<file path="src/rtl/dbg_pkg.sv">
// Shared definitions for the debug loader: FSM state encoding and the
// command/response byte values exchanged over the UART link.
package dbg_pkg;

    typedef enum logic [2:0] {
        IDLE,
        LD_CNT,
        LD_BYTE,
        LD_WRITE,
        RUN,
        STEP,
        SEND_WR,
        SEND_GO
    } state_t;

    localparam logic [7:0] CMD_LOAD  = 8'h4C;
    localparam logic [7:0] CMD_RUN   = 8'h52;
    localparam logic [7:0] CMD_STEP  = 8'h53;
    localparam logic [7:0] CMD_PAUSE = 8'h50;
    localparam logic [7:0] RSP_ACK   = 8'h06;
    localparam logic [7:0] RSP_NAK   = 8'h15;
    localparam logic [7:0] RSP_HALT  = 8'h48;

endpackage

</file>
<file path="src/rtl/dbg_word_packer.sv">
// Assembles four received bytes into one instruction word, little-endian:
// the first byte shifted in ends up in bits [7:0] once all four have arrived.
// The word is 32 bits wide: four bytes per instruction.
module dbg_word_packer #(
    parameter int NB_INSTRUCTION = 32
) (
    input  logic                      clk,
    input  logic                      rst,
    input  logic                      clear,
    input  logic                      shift,
    input  logic [7:0]                byte_in,
    output logic [NB_INSTRUCTION-1:0] word,
    output logic                      last
);

    logic [NB_INSTRUCTION-1:0] word_reg;
    logic [1:0]                cnt_reg;

    // Shift new bytes in at the top so earlier bytes move toward the LSB.
    always_ff @(posedge clk or posedge rst) begin
        if (rst) begin
            word_reg <= '0;
            cnt_reg  <= 2'd0;
        end else if (clear) begin
            word_reg <= '0;
            cnt_reg  <= 2'd0;
        end else if (shift) begin
            word_reg <= {byte_in, word_reg[NB_INSTRUCTION-1:8]};
            cnt_reg  <= cnt_reg + 2'd1;
        end
    end

    assign word = word_reg;
    // High while the byte about to be shifted is the fourth of the word.
    assign last = (cnt_reg == 2'd3);

endmodule

</file>
<file path="src/rtl/dbg_loader.sv">
// UART debug loader: accepts 'L' (load N words into IMEM), 'R' (run until the
// CPU halts), 'S' (single step) and answers with a one-byte reply.
// Optional build macro DBG_PAUSE_CMD_EN: while running, RX bytes are popped
// and 'P' stops the CPU; without it the RX FIFO is left untouched in RUN.
module dbg_loader
    import dbg_pkg::*;
#(
    parameter int NB_INSTRUCTION  = 32,
    parameter int IMEM_ADDR_WIDTH = 8,
    parameter int NB_UART_DATA    = 9
) (
    input  logic                       clk,
    input  logic                       i_rst,
    input  logic [NB_UART_DATA-1:0]    i_rx_data,
    input  logic                       i_rx_empty,
    input  logic                       i_tx_full,
    input  logic                       i_cpu_halt,
    output logic                       o_rd,
    output logic                       o_wr,
    output logic [NB_UART_DATA-1:0]    o_wdata,
    output logic                       o_tx_start,
    output logic                       o_imem_we,
    output logic [IMEM_ADDR_WIDTH-1:0] o_imem_addr,
    output logic [NB_INSTRUCTION-1:0]  o_imem_wdata,
    output logic                       o_cpu_en,
    output logic                       o_cpu_rst,
    output logic                       o_busy
);

    state_t     state_reg;
    logic [7:0] word_idx_reg;
    logic [7:0] word_total_reg;
    logic [7:0] reply_reg;
    logic       cpu_en_reg;
    logic       cpu_rst_reg;

    logic [7:0] rx_byte;
    logic       pop_state;
    logic       stop_run;
    logic       word_last;
    logic       unused_rx_msb;

    assign rx_byte       = i_rx_data[7:0];
    assign unused_rx_msb = ^i_rx_data[NB_UART_DATA-1:8];

    // Decide which states may pop the RX FIFO and whether RUN must stop.
    always_comb begin
        pop_state = (state_reg == IDLE) || (state_reg == LD_CNT) || (state_reg == LD_BYTE);
        stop_run  = i_cpu_halt;
`ifdef DBG_PAUSE_CMD_EN
        pop_state = pop_state || (state_reg == RUN);
        if (state_reg == RUN && !i_rx_empty && rx_byte == CMD_PAUSE) begin
            stop_run = 1'b1;
        end
`endif
    end

    // A pop is only ever requested when a byte is actually present.
    assign o_rd = pop_state && !i_rx_empty && !i_rst;

    dbg_word_packer #(
        .NB_INSTRUCTION(NB_INSTRUCTION)
    ) u_packer (
        .clk     (clk),
        .rst     (i_rst),
        .clear   ((state_reg == LD_CNT) && o_rd),
        .shift   ((state_reg == LD_BYTE) && o_rd),
        .byte_in (rx_byte),
        .word    (o_imem_wdata),
        .last    (word_last)
    );

    // Command sequencer: decodes bytes, counts words, controls the CPU.
    always_ff @(posedge clk or posedge i_rst) begin
        if (i_rst) begin
            state_reg      <= IDLE;
            word_idx_reg   <= 8'd0;
            word_total_reg <= 8'd0;
            reply_reg      <= 8'd0;
            cpu_en_reg     <= 1'b0;
            cpu_rst_reg    <= 1'b1;
        end else begin
            case (state_reg)
                IDLE: begin
                    if (o_rd) begin
                        case (rx_byte)
                            CMD_LOAD: begin
                                cpu_rst_reg <= 1'b1;
                                cpu_en_reg  <= 1'b0;
                                state_reg   <= LD_CNT;
                            end
                            CMD_RUN: begin
                                cpu_rst_reg <= 1'b0;
                                cpu_en_reg  <= 1'b1;
                                state_reg   <= RUN;
                            end
                            CMD_STEP: begin
                                cpu_rst_reg <= 1'b0;
                                cpu_en_reg  <= 1'b1;
                                state_reg   <= STEP;
                            end
                            default: begin
                                reply_reg <= RSP_NAK;
                                state_reg <= SEND_WR;
                            end
                        endcase
                    end
                end
                LD_CNT: begin
                    if (o_rd) begin
                        word_total_reg <= rx_byte;
                        word_idx_reg   <= 8'd0;
                        if (rx_byte == 8'd0) begin
                            reply_reg <= RSP_ACK;
                            state_reg <= SEND_WR;
                        end else begin
                            state_reg <= LD_BYTE;
                        end
                    end
                end
                LD_BYTE: begin
                    if (o_rd && word_last) begin
                        state_reg <= LD_WRITE;
                    end
                end
                LD_WRITE: begin
                    // word_total_reg is at least 1 here, so total-1 never underflows.
                    word_idx_reg <= word_idx_reg + 8'd1;
                    if (word_idx_reg == word_total_reg - 8'd1) begin
                        reply_reg <= RSP_ACK;
                        state_reg <= SEND_WR;
                    end else begin
                        state_reg <= LD_BYTE;
                    end
                end
                RUN: begin
                    if (stop_run) begin
                        cpu_en_reg <= 1'b0;
                        reply_reg  <= RSP_HALT;
                        state_reg  <= SEND_WR;
                    end
                end
                STEP: begin
                    cpu_en_reg <= 1'b0;
                    reply_reg  <= RSP_ACK;
                    state_reg  <= SEND_WR;
                end
                SEND_WR: begin
                    if (!i_tx_full) begin
                        state_reg <= SEND_GO;
                    end
                end
                SEND_GO: begin
                    state_reg <= IDLE;
                end
                default: begin
                    state_reg <= IDLE;
                end
            endcase
        end
    end

    assign o_wr        = (state_reg == SEND_WR) && !i_tx_full;
    assign o_wdata     = {{(NB_UART_DATA-8){1'b0}}, reply_reg};
    assign o_tx_start  = (state_reg == SEND_GO);
    assign o_imem_we   = (state_reg == LD_WRITE);
    assign o_imem_addr = IMEM_ADDR_WIDTH'(word_idx_reg);
    assign o_cpu_en    = cpu_en_reg;
    assign o_cpu_rst   = cpu_rst_reg;
    assign o_busy      = (state_reg != IDLE);

endmodule

</file>
<file path="config.mk">
export PLATFORM = sky130hd
export DESIGN_NAME = dbg_loader
export DESIGN_NICKNAME = d
export VERILOG_FILES = /design/src/rtl/dbg_pkg.sv /design/src/rtl/dbg_word_packer.sv /design/src/rtl/dbg_loader.sv
export SDC_FILE = /design/constraint.sdc
export NUM_CORES = 1
export LEC_CHECK = 0
export ABC_AREA = 1
export BUFFER_PORTS_ARGS = -buffer_cell sky130_fd_sc_hd__buf_2
export CORE_UTILIZATION = 47
export CTS_CLUSTER_DIAMETER = 100
export DETAILED_ROUTE_END_ITERATION = 16
export GPL_TIMING_DRIVEN = 0
export PLACE_DENSITY = 0.75
export SLEW_MARGIN = 20
export SYNTH_ARGS = -nofsm -noshare
export SYNTH_HDL_FRONTEND = slang
export SYNTH_SLANG_ARGS = --single-unit
</file>
<file path="constraint.sdc">
create_clock -name clk -period 1.8 [get_ports clk]
set_input_delay 0.09 -clock clk [delete_from_list [all_inputs] [get_ports clk]]
set_output_delay 0.09 -clock clk [all_outputs]
set_load 0.1 [all_outputs]
</file>
* Yosys cells after proc, flatten, opt, wreduce, memory -nomap -nowiden
Index checks and enable logic that the tools add are counted.
** Storage, ports and cells
- Flip-flop bits (word level) :: 63
- Bits of input ports :: 14
- Output and inout bits :: 56
- Word-level logic and storage cells :: 86
** Cells by class
- Add/sub/neg operators :: 3
- Equality and inequality tests :: 21
- Mux-type cells :: 27
- Reduce and logical (&&, ||, !) cells :: 27
** Operator list (count)
- two-way mux 32 bit :: 2
- two-way mux 8 bit :: 7
- one-hot mux 8 bit (5 select lines) :: 1
- equality test 8 x 7 -> 1 bit, second input constant :: 3
- one-hot mux 3 bit (8 select lines) :: 1
- two-way mux 3 bit :: 7
- one-hot mux 8 bit (2 select lines) :: 1
- equality test 3 bit, second input constant :: 4
- != test 2 bit, second input constant :: 5
- one-hot mux 3 bit (3 select lines) :: 1
- adder 8 x 1 -> 8 bit, second input constant :: 1
- equality test 8 bit :: 1
- zero test 8 bit :: 1
- subtractor 8 x 1 -> 8 bit, second input constant :: 1
- AND reduction 7 bit :: 1
- equality test 3 x 2 -> 1 bit, second input constant :: 2
- logical AND 1 bit :: 6
- != test 2 x 1 -> 1 bit, second input constant :: 3
- nonzero test 2 bit :: 3
- nonzero test 3 bit :: 2
- AND reduction 5 bit :: 1
- nonzero test 5 bit :: 1
- two-way mux 2 bit :: 2
- one-hot mux 1 bit (2 select lines) :: 2
- 14 further kinds :: 19

* Depth between registers and ports, before layout
- Word-level depth :: 8
- Gate-level depth with buffers :: 14

* Hierarchy
A second synthesis with hierarchy kept.
** Second synthesis, totals
- Cell total of the unflattened synthesis :: 410
- Area total of the unflattened synthesis :: 3181.8 µm²
** Modules (own cells, without submodules)
- dbg_loader :: times used 1, cells an instance 259, area each 1795.5 µm², seq. area each 626.9 µm²
- dbg_word_packer :: times used 1, cells an instance 151, area each 1386.3 µm², seq. area each 850.8 µm²

* Worst setup path before layout
Ideal clock, no wire load.
- Path type :: reg-to-output
- Start :: reg state_reg[1]
- End :: out o_wr
- Arrival time :: 2674 ps
- Slack :: -964 ps
- Cell stages (with the launch flop) :: 5
- Cell sequence :: dfrtp_1 inv_2 nor2_1 inv_1 nor3_1
** On the way
- Longest elaborated chain between the ends :: 2
** RTL lines
- start, declared :: line dbg_loader.sv:30 : state_t state_reg;
- start signal, assigned :: line dbg_loader.sv:76 : state_reg <= IDLE;
- start signal, assigned :: line dbg_loader.sv:90 : state_reg <= LD_CNT;
- start signal, assigned :: line dbg_loader.sv:95 : state_reg <= RUN;
- equality test 3 bit :: line dbg_loader.sv:163 : assign o_wr = (state_reg == SEND_WR) && !i_tx_full;
- logical AND 1 bit :: line dbg_loader.sv:163
- end, declared :: line dbg_loader.sv:19 : output logic o_wr,
No other way between the ends.

* Final worst setup path
- Start :: reg state_reg[1]
- End :: out o_busy
** On the way
- Longest elaborated chain between the ends :: 1
** RTL lines
- nonzero test 3 bit :: line dbg_loader.sv:170 : assign o_busy = (state_reg != IDLE);
- end, declared :: line dbg_loader.sv:27 : output logic o_busy
No other way between the ends.

==> results.yml <==
run_status:
  status: "complete, no violations"
global_route:
  grt_use_met1_pct: 28.2
  grt_pass1_vias: 2554
  grt_max_degree: 55
  grt_pass1_wl_mm: 11.4
  antenna_found_initial: 0
  grt.busiest_layer: "met2"
  overflow: 0
  grtUsageTotal_pct: 22.7
  use_met2_pct: 37.5
  grt_util_met3_pct: 5.93
cts:
  cts_sinks: 59
  cts_tree: "built"
  cts_buffer_depth: 2
  cts_buffers: 9
  root_buffer: "clkbuf_8"
  path_clk_slew_ps: 60
  h-tree-depth: 3
  clk_latency_ps: 340
detailed_routing:
  first_pass_iters: 4
  drc: 0
  via_per_inst: 5.06
  drt-total-wl_mm: 7.08
  vias: 2693
  wl_per_cell_um: 13.3
  ant_nets: 0
  drt_iter0_markers: 131
floorplan:
  rows: 28
  die_y_um: 82.2
  io_pins: 70
  die_area_um2: 6760
  start_util_pct: 49.9
  fp.dieW_um: 82.2
  core-area_um2: 6060
synth:
  synth_compound_area_share_pct: 10.3
  synth-seq-area-share_pct: 48.8
  synth.top_cell.area_share_pct: 48.0
  synth.top_cells.by_area: "dfrtp_1 48%, nand2_1 9.7%, inv_1 7.2%, nand3_1 6.4%, o22ai_1 4.8%"
  netlist_instances: 369
  ys_ff_latch: 59
  synth-adder-area-share_pct: 1.24
  synth_top_family_by_area: "simple AND/OR/NAND/NOR gates"
  yosysTopAreaCell: "dfrtp_1"
  syn_area_per_cell_um2: 8.20
  synthXorXnorAreaFrac_pct: 2.03
  synth.distinct_cells: 34
  synthArstFlopShare_pct: 100
  synth_flop_cell: "dfrtp_1"
  synth-edff-count: 0
  syn_area_um2: 3030
  netlist_top_cells_count: "78 x nand2_1, 58 x dfrtp_1, 58 x inv_1"
  ys_warn_count: 0
  synth.most_common_cell: "nand2_1"
  synth-simple-area-share_pct: 25.2
  synthMuxAreaShare_pct: 0.661
worst_hold_path:
  hold_path_class: "primary input to register"
  hold_depth: 3
  worstHoldEndpoint: "word_total_reg[5]$_DFFE_PP0P_"
  min_from: "i_rx_data[5]"
place:
  io_buffer_count: 65
  pre_cts_slack_ps: -60.1
  gp_congestion: 0.837
  dp.cells: 512
  hpwl_mm: 5.27
timing:
  whs_ps: 11.2
  setup-violations-final: 0
  fmax_mhz: 582
  min_period_ps: 1720
  hold_viol_final: 0
  final.period_utilization_pct: 95.4
  maxSlewViolCount: 0
  layout_setup_ws_ps: 83.2
  rsz0062_at_grt: "yes"
  finalClockSkew_ps: 5.41
run:
  maxCapViolCount: 0
worst_setup_path:
  worstSetupPathType: "register to output pin"
  endpoint_kind: "output pin"
  critPathMaxStageDelay_ps: 430
  rr_endpoint: "reply_reg[4]$_DFFE_PP0P_"
  slowest_stage: "dfrtp_1"
  worstPathArrival_ps: 1630
  cp-start-kind: "register"
  cp_data_required_time_ps: 1710
  rrSetupSlack_ps: 120
  r2r_start: "word_total_reg[1]$_DFFE_PP0P_"
  cp.buffers_inverters: 3
  reg2reg_depth: 13
  worstPathMaxFanout: 6
  cp_top_family: "buffers and inverters"
  path_cells: "inv_2 > nand2_1 > nor2_1 > inv_1 > buf_2"
layout:
  utilization_pct: 62.3
  drive_gt1_share_pct: 30.2
  multi_input_area_um2: 1250
  fill_cells: 543
  regArea_um2: 1490
  antenna_cells: 0
  area_delta_synth_final_pct: 24.7
  nets: 469
  largest_reg_flops: 32
  final_cells: 532
[per-layer routing]
layer  up-vias  part of all wire (%)
met5         -                     0
met4         0                   1.2
met3        10                   5.8
met2        78                    48
met1      1252                    45
li1       1353                     -
[kinds of logic after synthesis]
logic type                 count (synthesis)
and+or+nand+nor                          164
buffers and inverters                     77
DFF                                       59
AOI/OAI and AO/OA                         56
xor gates and xnor gates                   7
adders and majority gates                  3
muxes                                      2
other                                      1
[metrics by stage]
step / setup TNS [ps] / cell area, um^2
after floorplan: -115 / 3060
after global placement: -31170 / 3480
after detailed placement: -228 / 3510
after CTS: -2.35 / 3720
after global routing: -28.7 / 3770
final: 0 / 3770
[tightest hold or removal path: stages]
cell	delay (ps)
buf_2	100
nand2_1	50
o21ai_0	60
[final cells by class]
cell class,instances,share of cell area [%]
Inverter,63,6.43
Timing Repair Buffer,70,10.5
Sequential cell,59,39.4
Buffer,14,2.92
Clock inverter,5,1.39
Multi-Input combinational cell,235,33.1
Clock buffer,11,3.75
Tap cell,75,2.49
[repair_timing]
item	4_1_cts	5_1_grt
endpoints found under the hold margin	58	0
pin swaps	0	3
buffers inserted	0	3
hold buffers	1	0
gates resized for setup	4	10
setup endpoints to repair	6	6
[cells in the final DEF (no fill, tap or decap), types with 6 or more instances in the layout]
cell	count
buf_2	65
buf_4	10
clkbuf_8	10
dfrtp_1	50
dfrtp_2	8
inv_1	55
nand2_1	76
nand3_1	38
nor2_1	21
nor2_2	6
o21ai_0	22
o21ai_1	8
o22ai_1	23
[worst max path at each step]
| stage | startpoint | endpoint | slack, ps | depth (start not counted) |
|---|---|---|---|---|
| after floorplan | state_reg[2]$_DFFE_PP0P_ | o_wr | -110 | 3 |
| after global placement | i_rst | o_imem_addr[7]$_DFFE_PP0P_ | -690 | 2 |
| after detailed placement | word_total_reg[0]$_DFFE_PP0P_ | reply_reg[4]$_DFFE_PP0P_ | -60 | 13 |
| after CTS | word_total_reg[0]$_DFFE_PP0P_ | reply_reg[4]$_DFFE_PP0P_ | -2 | 13 |
| after global routing | state_reg[0]$_DFFE_PP0P_ | reply_reg[1]$_DFFE_PP0P_ | -20 | 10 |
| final | state_reg[1]$_DFFE_PP0P_ | o_busy | 80 | 5 |
Power is not shown: default switching activity piles up to over one toggle a cycle in this logic, so the estimate is an artifact.
